==> config.mk <==
export PLATFORM = sky130hd
export DESIGN_NAME = instr_fetch_unit
export DESIGN_NICKNAME = d
export VERILOG_FILES = /design/src/rtl/rv32_fetch_pkg.sv /design/src/rtl/instr_fetch_unit.sv
export SDC_FILE = /design/constraint.sdc
export NUM_CORES = 1
export LEC_CHECK = 0
export ABC_AREA = 1
export BUFFER_PORTS_ARGS = -buffer_cell sky130_fd_sc_hd__buf_2
export CORE_MARGIN = 8
export CORE_UTILIZATION = 28
export DETAILED_ROUTE_END_ITERATION = 8
export SYNTH_ARGS = -nofsm -noshare
export SYNTH_HDL_FRONTEND = slang
export SYNTH_SLANG_ARGS = --single-unit
==> constraint.sdc <==
create_clock -name clk -period 3.3 [get_ports clk]
set_input_delay 0.495 -clock clk [delete_from_list [all_inputs] [get_ports clk]]
set_output_delay 0.495 -clock clk [all_outputs]
set_load 0.01 [all_outputs]
==> src/rtl/rv32_fetch_pkg.sv <==
// Shared fetch-stage types and constants: FSM encoding, reset/NOP defaults,
// and the opcode[6:2] values that control logic decodes.
package rv32_fetch_pkg;

  typedef enum logic [1:0] {
    REQ   = 2'd0,
    WAIT  = 2'd1,
    DRAIN = 2'd2,
    FAULT = 2'd3
  } fetch_state_t;

  localparam logic [31:0] DEF_RESET_PC  = 32'h0000_0000;
  localparam logic [31:0] DEF_NOP_INSTR = 32'h0000_0013; // addi x0,x0,0

  localparam logic [4:0] OP_R      = 5'b01100;
  localparam logic [4:0] OP_I      = 5'b00100;
  localparam logic [4:0] OP_LOAD   = 5'b00000;
  localparam logic [4:0] OP_STORE  = 5'b01000;
  localparam logic [4:0] OP_JAL    = 5'b11011;
  localparam logic [4:0] OP_JALR   = 5'b11001;
  localparam logic [4:0] OP_BRANCH = 5'b11000;
  localparam logic [4:0] OP_LUI    = 5'b01101;
  localparam logic [4:0] OP_AUIPC  = 5'b00101;

  // Sequential fetch address; 32-bit add wraps 0xFFFF_FFFC to 0.
  function automatic logic [31:0] next_pc(input logic [31:0] pc);
    return pc + 32'd4;
  endfunction

endpackage

==> src/rtl/instr_fetch_unit.sv <==
// Fetch stage: PC, single-outstanding imem request, one-entry instruction
// buffer feeding decode, redirect/flush and sticky misaligned-target fault.
module instr_fetch_unit
  import rv32_fetch_pkg::*;
#(
  parameter logic [31:0] RESET_PC  = DEF_RESET_PC,
  parameter logic [31:0] NOP_INSTR = DEF_NOP_INSTR
)(
  input  logic        clk,
  input  logic        rst,
  output logic        imem_req_valid,
  output logic [31:0] imem_req_addr,
  input  logic        imem_req_ready,
  input  logic        imem_rsp_valid,
  input  logic [31:0] imem_rsp_data,
  input  logic        redirect_valid,
  input  logic [31:0] redirect_pc,
  input  logic        stall,
  output logic        inst_valid,
  output logic [31:0] inst,
  output logic [31:0] inst_pc,
  output logic [4:0]  op_code,
  output logic [2:0]  func3,
  output logic        func7_30,
  output logic        misalign_fault
);

  fetch_state_t state;
  logic [31:0]  pc;
  logic         req_hs;
  logic         consume;
  logic         redir;
  logic         redir_mis;
  logic         pending;

  // A new request only goes out when the buffer will be free by response time.
  assign imem_req_valid = !rst && (state == REQ) && (!inst_valid || !stall);
  assign imem_req_addr  = pc;
  assign req_hs         = imem_req_valid && imem_req_ready;
  assign consume        = inst_valid && !stall;
  assign redir          = redirect_valid && (state != FAULT);
  assign redir_mis      = redir && (redirect_pc[1:0] != 2'b00);

  // Decode fields are plain slices of the buffered word.
  assign op_code  = inst[6:2];
  assign func3    = inst[14:12];
  assign func7_30 = inst[30];

  // Is a request still outstanding once this cycle completes?
  always_comb begin
    pending = 1'b0;
    case (state)
      REQ:         pending = req_hs;
      WAIT, DRAIN: pending = !imem_rsp_valid;
      default:     pending = 1'b0;
    endcase
  end

  // PC, buffer and FSM update; redirect overrides everything else.
  always_ff @(posedge clk) begin
    if (rst) begin
      state          <= REQ;
      pc             <= RESET_PC;
      inst_valid     <= 1'b0;
      inst           <= NOP_INSTR;
      inst_pc        <= 32'h0;
      misalign_fault <= 1'b0;
    end else if (redir) begin
      // Flush; any response arriving this cycle is dropped.
      pc         <= redirect_pc;
      inst_valid <= 1'b0;
      inst       <= NOP_INSTR;
      if (redir_mis) begin
        misalign_fault <= 1'b1;
        state          <= FAULT;
      end else begin
        state <= pending ? DRAIN : REQ;
      end
    end else begin
      if (consume) begin
        inst_valid <= 1'b0;
        inst       <= NOP_INSTR;
      end
      case (state)
        REQ:   if (req_hs) state <= WAIT;
        WAIT: begin
          if (imem_rsp_valid) begin
            inst       <= imem_rsp_data;
            inst_pc    <= pc;
            inst_valid <= 1'b1;
            pc         <= next_pc(pc);
            state      <= REQ;
          end
        end
        // Stale response from before the redirect is swallowed here.
        DRAIN: if (imem_rsp_valid) state <= REQ;
        default: ;
      endcase
    end
  end

endmodule
==> impl_metrics.ini, run 1 <==
[pwr]
pwr-share-seq_pct = 46.8
power_leakage_uw = 0.00279
ir_worst_vdd_mv = 0.236
pwr-share-comb_pct = 15.5
p_sw_uw = 803
p_int_uw = 2030
clock_power_share_pct = 37.6
netSwitchingFraction_pct = 28.4
p_per_area_nw_per_um2 = 474

[floorplan]
rows = 47
core_area_um2 = 16600
die_w_um = 146
start_util_pct = 28.6
die_h_um = 146
dieArea_um2 = 21400
io_pins = 178

[job]
cap_violations = 0

[synthesis]
ys_seq_area_share_pct = 42.1
syn_nets = 767
yosys.area.top_type = dfxtp_1
ys_warn_count = 0
synth-edff-count = 0
netlist_area_um2 = 4750
synth.avg_cell_area_um2 = 6.85
ys_ff_latch = 100
ys_types = 34
syn_inst = 693
synthTopCellsByArea = dfxtp_1 (42%), nand2_1 (15%), nor2_1 (7.4%)
synth_top_area_share_pct = 42.1
async_flop_share_pct = 0
ys.flop_type = dfxtp_1

[critical_path]
cp_num_buf_inv = 3
path_max_fanout = 47
cp_data_required_time_ns = 3.59
start_kind = flip-flop
cp_slowest_cell = inv_2
critPathMaxStageDelay_ns = 0.72
r2r_start = state[1]
critical_path.top_delay_family = buffers and inverters
critPathLaunch = state[1]
cp-end-kind = flip-flop
worstSetupPathType = flip-flop to flip-flop
reg2regPathDepth = 10
crit_end = imem_req_addr[31]
rrSetupSlack_ns = 0.72
arrival_ns = 2.87
worstPathCellList = inv_1 > ha_1 > nand2_2 > inv_4 > nand2_4 > inv_2 > nand2_1 > a21oi_1 > nor2_1 > nor2_1
worstSetupPathDepth = 10
cpMostUsedCell = nor2_1
worstReg2RegEnd = imem_req_addr[31]

[drt]
drtAntennaViolNets = 0
detail_route.wirelength_um = 16500
drc = 0
first_pass_iters = 5
vias = 4905
wl_per_cell_um = 15.4
drt-initial-drc-count = 369
drt-vias-per-instance = 4.60

[min_path]
hold_class = input port to flip-flop

[finish]
fin_area_um2 = 5980
fillers = 1878
final_cell_mix = nand2_1 (185), buf_2 (177), dfxtp_1 (100), nor2_1 (94), a21oi_1 (67)
multi_input_comb_area_um2 = 2290
final-seq-area_um2 = 2000
syn_to_final_growth_pct = 25.8
drive_gt1_share_pct = 26.6
final_common_cell = nand2_1
antenna_cells = 0
nNetsFinal = 916
fin_cells = 1066

[global_routing]
grtUsageTotal_pct = 15.1
grt_pass1_vias = 4598
top_usage_layer = met2
grt_start_max_net_pins = 48
overflow = 0
grt_use_met2_pct = 23.7
grt_first_pass_wirelength_um = 25800
grt_use_met3_pct = 3.21
antenna_found_initial = 0
met1_usage_pct = 19.3

[cts]
htreeDepth = 3
clk_pin_slew_worst_paths_ns = 0.07
clockRootBuffer = clkbuf_16
cts_made_buffers = 9
cts_resized = 0
cts_setup_buffers = 0
clock-sinks = 100
cts_tree = built
clockBufferDepth = 2
clkLatencyLatePin_ns = 0.35
hold_buffers = 0

[timing]
finalCriticalPeriod_ns = 2.58
hold_slack_ns = 0.375
setup_violations = 0
fin_skew_ns = 0.00780
rsz0062_at_grt = false
hold_viol = 0
slew_violations = 0
tns_ns = 0
period_share_pct = 78.2
worst_pin_slew_ns = 0.812
slew_headroom_pct = 45.8
fmax_ghz = 0.387
layout_setup_ws_ns = 0.719

[place]
place_area_um2 = 5680
routabilityCongestion = 0.825
placed_cells = 1051
dpl.hpwl_um = 12300
dp_slack_ns = 0.651
portBuffers = 177

[run_status]
status = finished clean
[final cells by class]
type / count / area share [%]
multi-input combinational: 497 / 38.3
sequential: 100 / 33.5
timing repair buffer: 181 / 15.3
tap: 220 / 4.61
clock buffer: 10 / 4.00
inverter: 53 / 3.37
clock inverter: 5 / 0.879
[metal layers]
layer | share of wire, % | vias to the layer above | wire (um)
met3 | 4.9 | 26 | 811
li1 | - | 2508 | -
met2 | 46 | 120 | 7620
met4 | 2.9 | 0 | 485
met1 | 46 | 2251 | 7540
met5 | 0 | - | 0
[worst min path at each step]
| stage | start | end | slack (ns) | cells past startpoint |
|---|---|---|---|---|
| floorplan | state[1] | state[1] | 0.48 | 2 |
| global placement | misalign_fault | misalign_fault | 0.45 | 2 |
| detailed placement | misalign_fault | misalign_fault | 0.45 | 2 |
| CTS | imem_rsp_data[4] | inst[4] | 0.36 | 3 |
| global route | imem_rsp_data[4] | inst[4] | 0.37 | 3 |
| finish | imem_rsp_data[4] | inst[4] | 0.38 | 3 |
[state kept, by name (all words and copies together), names as in the netlist]
| register | cells |
|---|---|
| imem_req_addr | 32 |
| inst | 32 |
| inst_pc | 32 |
| inst_valid | 1 |
| misalign_fault | 1 |
| state | 2 |
[synthesized netlist by cell type, types with 5 or more instances]
master / instances
a21oi_1: 67
o21ai_0: 25
nor2_2: 10
buf_2: 10
buf_6: 5
nand2_1: 185
buf_4: 12
nor2_1: 94
nand3_1: 62
clkbuf_1: 14
inv_1: 48
dfxtp_1: 100
nor3_1: 12
[kinds of logic after synthesis]
group           after synthesis  share of synthesized area (%)
xor+xnor                      4                          0.738
simple gates                380                           34.2
flops                       100                           42.1
compound gates              109                           12.2
fa+ha+maj                     4                           1.05
buf+inv                      96                           9.64
[power by group through the flow]
stage                     combinational, uW  clock [uW]  sequential (uW)
after floorplan                         251           0             1370
after CTS                               446        1100             1330
after global routing                    495        1140             1330
final                                   439        1060             1330
after global placement                  443           0             1350
after detailed placement                443           0             1350
[through the flow]
step | power [uW] | util [%]
5_1_grt | 2970 | 36.0
2_1_floorplan | 1620 | -
4_1_cts | 2870 | 36.0
3_5_place_dp | 1800 | 34.3
3_3_place_gp | 1790 | 34.3
6_report | 2830 | 36.0
[worst min-delay path: stages]
cell,delay [ns]
buf_2,0.07
o22ai_1,0.07
nand2_1,0.05
Power figures use the tool's default switching activity.
==> inputs of run 2 (changes only) <==
==> constraint.sdc (replaced) <==
create_clock -name clk -period 2.6 [get_ports clk]
set_input_delay 0.39 -clock clk [delete_from_list [all_inputs] [get_ports clk]]
set_output_delay 0.39 -clock clk [all_outputs]
set_load 0.01 [all_outputs]
==> run 2 against run 1 <==
  * Design area increased by 1.2%
  * Fmax grew 40%
  * Register-to-register slack gained 0.04 ns
  * Setup slack improved by 0.042 ns
  * Clock-buffer cell count did not move
  * Sequential share of layout area decreased by 0.38 points
  * Total power grew 31%
  * Critical path type unchanged
==> impl_metrics.ini, run 2 (synthesis results as in run 1) <==
[pwr]
p_per_area_nw_per_um2 = 612
p_sw_uw = 1040
ir_worst_vdd_mv = 0.277
power_leakage_uw = 0.00282
pwr-share-comb_pct = 15.3
p_int_uw = 2660
pwr-share-seq_pct = 45.5
clock_power_share_pct = 39.2
netSwitchingFraction_pct = 28.1

[cts]
cts_made_buffers = 9
cts_resized = 0
htreeDepth = 3
clk_pin_slew_worst_paths_ns = 0.07
cts_setup_buffers = 0
clkLatencyLatePin_ns = 0.35
clockBufferDepth = 2
hold_buffers = 0
clockRootBuffer = clkbuf_16
clock-sinks = 100
cts_tree = built

[critical_path]
reg2regPathDepth = 8
critPathMaxStageDelay_ns = 0.36
cp-end-kind = flip-flop
r2r_start = state[0]
start_kind = flip-flop
arrival_ns = 2.10
worstSetupPathType = flip-flop to flip-flop
cp_slowest_cell = dfxtp_1
path_max_fanout = 25
cp_data_required_time_ns = 2.86
worstReg2RegEnd = inst_pc[0]
rrSetupSlack_ns = 0.76
worstPathCellList = ha_1 > inv_2 > nand2_4 > nand2_4 > inv_2 > buf_4 > nor2_1 > a211oi_1

[timing]
fin_skew_ns = 0.0102
slew_headroom_pct = 61.9
worst_pin_slew_ns = 0.570
tns_ns = 0
hold_slack_ns = 0.260
slew_violations = 0
rsz0062_at_grt = false
setup_violations = 0
period_share_pct = 70.7
finalCriticalPeriod_ns = 1.84
hold_viol = 0
fmax_ghz = 0.544

[place]
portBuffers = 177
dpl.hpwl_um = 12300
placed_cells = 1056
routabilityCongestion = 0.816

[drt]
drc = 0
drt-vias-per-instance = 4.59
vias = 4929
detail_route.wirelength_um = 16500
wl_per_cell_um = 15.4
drtAntennaViolNets = 0
drt-initial-drc-count = 428
first_pass_iters = 5

[finish]
multi_input_comb_area_um2 = 2290
drive_gt1_share_pct = 27.0
fillers = 1847
final-seq-area_um2 = 2000
fin_cells = 1074
final_cell_mix = nand2_1 (185), buf_2 (177), dfxtp_1 (100), nor2_1 (94), a21oi_1 (67)
syn_to_final_growth_pct = 27.3
nNetsFinal = 921
final_common_cell = nand2_1

[min_path]
hp-start = imem_rsp_data[1]
hold_class = input port to flip-flop
worstHoldPathCells = 3
min_to = inst[1]

[floorplan]
core_area_um2 = 16600
die_w_um = 146
dieArea_um2 = 21400
start_util_pct = 28.6
rows = 47
die_h_um = 146
io_pins = 178

[global_routing]
grt_pass1_vias = 4664
grt_start_max_net_pins = 46
antenna_found_initial = 2
grtUsageTotal_pct = 15.1
overflow = 0
grt_first_pass_wirelength_um = 25900

[run_status]
status = finished clean

[job]
cap_violations = 0
==> run 2: cell count changes in the layout (fill, tap and decap cells not counted), sizes merged <==
cell / before / now
diode: 0 / 2
clkinvlp: 1 / 2
clkinv: 3 / 2
bufinv: 1 / 2
buf: 181 / 186
==> run 2: cell type report <==
class | count | share of cell area [%]
Antenna cell | 2 | 0.0828
Clock buffer | 10 | 3.79
Clock inverter | 6 | 1.47
Inverter | 53 | 3.33
Multi-Input combinational cell | 497 | 37.9
Sequential cell | 100 | 33.1
Tap cell | 220 | 4.55
Timing Repair Buffer | 186 | 15.8
==> run 2: metal layers <==
layer	wire (um)	track usage, %	part of all wire, %	vias to the layer above
met1	7530	18.7	46	2237
li1	-	-	-	2530
met3	867	4.08	5.2	24
met5	0	0	0	-
met2	7700	24.1	47	138
met4	434	6.70	2.6	0
==> run 2: how the worst max path moves through the flow <==
| stage | depth (start not counted) | to | from | slack, ns |
|---|---|---|---|---|
| 2_1_floorplan | 13 | imem_req_addr[26] | state[1] | 1.21 |
| 3_3_place_gp | 10 | imem_req_addr[3] | state[0] | 0.79 |
| 3_5_place_dp | 8 | inst_pc[0] | state[0] | 0.76 |
| 4_1_cts | 8 | inst_pc[0] | state[0] | 0.75 |
| 5_1_grt | 8 | inst_pc[16] | state[0] | 0.58 |
| 6_report | 8 | inst_pc[0] | state[0] | 0.76 |
==> run 2: worst max-delay path, delay by kind of cell, from the launching register on <==
kind                     cells  cell delay (ns)
flip-flops                   1             0.36
AO/OA/AOI/OAI                1             0.16
AND/OR/NAND/NOR              3             0.31
adder cells (fa/ha/maj)      1             0.17
buffers and inverters        3             0.72
==> run 2: through the flow <==
stage	power [uW]	worst slack (ns)	area (um2)	util (%)
after global placement	2290	0.792	5720	34.5
final	3700	0.761	6040	36.4
after floorplan	2060	1.21	4750	-
after global routing	3890	0.577	6040	36.4
after detailed placement	2290	0.763	5720	34.5
after CTS	3750	0.747	6040	36.4
==> run 2: power by group through the flow <==
stage / clock, uW / sequential (uW) / combinational (uW)
CTS: 1490 / 1680 / 573
global route: 1560 / 1700 / 636
finish: 1450 / 1680 / 565
global placement: 0 / 1720 / 571
detailed placement: 0 / 1720 / 570
floorplan: 0 / 1740 / 318
==> inputs of run 3 (changes only) <==
==> constraint.sdc (replaced) <==
create_clock -name clk -period 1.8 [get_ports clk]
set_input_delay 0.27 -clock clk [delete_from_list [all_inputs] [get_ports clk]]
set_output_delay 0.27 -clock clk [all_outputs]
set_load 0.01 [all_outputs]
==> run 3 against run 2 <==
  * Clock skew down 0.0033 ns
  * Combinational power up 47%
  * Sequential share of layout area down 0.35 points
  * Clock-buffer cell count up 1
  * Register-to-register slack worse by 0.55 ns
  * Critical path depth down 1
  * Total power up 43%
  * Cell count up 0.37%
  * Non-clock buffer count up 6
  * Worst hold slack worse by 0.11 ns
  * Via count down 0.99%
  * Utilization up 0.38 points
  * Largest power group unchanged
==> impl_metrics.ini, run 3 (synthesis results as in run 1) <==
[run_status]
status = finished clean

[critical_path]
path_max_fanout = 34
critPathLaunch = state[1]
r2r_start = state[1]
cp_slowest_cell = buf_4
arrival_ns = 1.84
worstPathCellList = inv_1 > ha_1 > nand2_2 > buf_4 > nand2_1 > o22ai_1 > nand2_1
cpMostUsedCell = nand2_1
cp-end-kind = flip-flop
start_kind = flip-flop
worstSetupPathType = flip-flop to flip-flop
cp_data_required_time_ns = 2.04
critPathMaxStageDelay_ns = 0.37

[min_path]
hold_class = input port to flip-flop
hp-start = imem_rsp_data[1]

[timing]
period_share_pct = 88.5
tns_ns = 0
slew_headroom_pct = 69.9
setup_violations = 0
hold_viol = 0
worst_pin_slew_ns = 0.447
finalCriticalPeriod_ns = 1.59
slew_violations = 0
rsz0062_at_grt = false
hold_slack_ns = 0.148
fin_skew_ns = 0.00692
fmax_ghz = 0.628

[floorplan]
start_util_pct = 28.6
die_h_um = 146
die_w_um = 146
rows = 47
io_pins = 178
core_area_um2 = 16600
dieArea_um2 = 21400

[global_routing]
grt_pass1_vias = 4841
grt_start_max_net_pins = 42
grtUsageTotal_pct = 15.3
grt_use_met2_pct = 24.9
met1_usage_pct = 18.8
antenna_found_initial = 1
overflow = 0
top_usage_layer = met2
grt_first_pass_wirelength_um = 26200
grt_use_met3_pct = 4.54

[cts]
cts_tree = built
htreeDepth = 3
hold_buffers = 0
clock-sinks = 100
clockRootBuffer = clkbuf_16
clkLatencyLatePin_ns = 0.35
clockBufferDepth = 2
cts_resized = 0
cts_made_buffers = 9
clk_pin_slew_worst_paths_ns = 0.07
cts_setup_buffers = 0

[drt]
drc = 0
drt-initial-drc-count = 371
detail_route.wirelength_um = 16300
drtAntennaViolNets = 0
drt-vias-per-instance = 4.53
first_pass_iters = 5
vias = 4880
wl_per_cell_um = 15.2

[finish]
drive_gt1_share_pct = 27.5
antenna_cells = 0
nNetsFinal = 927
final_cell_mix = nand2_1 (185), buf_2 (177), dfxtp_1 (100), nor2_1 (94), a21oi_1 (67)
syn_to_final_growth_pct = 28.6
final_common_cell = nand2_1

[place]
routabilityCongestion = 0.849
dpl.hpwl_um = 12500
portBuffers = 177

[pwr]
power_leakage_uw = 0.00286
ir_worst_vdd_mv = 0.464
p_per_area_nw_per_um2 = 864

[job]
cap_violations = 0
[run 3: cell types whose count changed in the layout (fill, tap and decap cells not counted), sizes merged]
cell | previous run | this run
clkbuf | 10 | 11
diode | 2 | 0
clkinv | 2 | 1
bufinv | 2 | 1
buf | 186 | 192
clkinvlp | 2 | 3
[run 3: through the flow]
stage	setup slack (ns)	instances	utilization, %	total power, uW	cell area, um2
after floorplan	0.410	693	-	2970	4750
after global placement	0.225	1062	35.0	3320	5800
after detailed placement	0.184	1062	35.0	3330	5800
after CTS	0.172	1078	36.8	5340	6110
after global routing	0.0209	1078	36.8	5550	6110
final	0.206	1078	36.8	5280	6110
[run 3: power breakdown]
| part | internal, uW | switching [uW] |
|---|---|---|
| Combinational | 313 | 519 |
| Clock | 1120 | 893 |
| Sequential | 2330 | 103 |
| Total | 3760 | 1510 |
[run 3: cell type report]
| class | count | area, um2 |
|---|---|---|
| Clock buffer | 11 | 243 |
| Timing Repair Buffer | 192 | 1040 |
| Inverter | 53 | 201 |
| Multi-Input combinational cell | 497 | 2290 |
| Sequential cell | 100 | 2000 |
| Tap cell | 220 | 275 |
| Fill cell | 1799 | 10500 |
| Clock inverter | 5 | 61.3 |
[run 3: path summary, 6_finish.rpt]
check	endpoint	slack, ns	cells past startpoint
setup / recovery	inst[0]	0.21	7
hold / removal	inst[1]	0.15	3
setup reg to reg	inst[0]	0.21	7
hold reg to reg	misalign_fault	0.46	2
[run 3: layer usage]
metal	share of wire [%]	wire length, um
met4	1.9	310
met1	44	7270
met5	0.073	12
met2	47	7710
met3	6.3	1030
[run 3: worst max-delay path, delay by kind of cell (launching register included)]
family | cells | cell delay, ns
AOI/OAI and AO/OA | 1 | 0.14
adders and majority gates | 1 | 0.18
buffers and inverters | 2 | 0.44
DFF | 1 | 0.35
and+or+nand+nor | 3 | 0.37
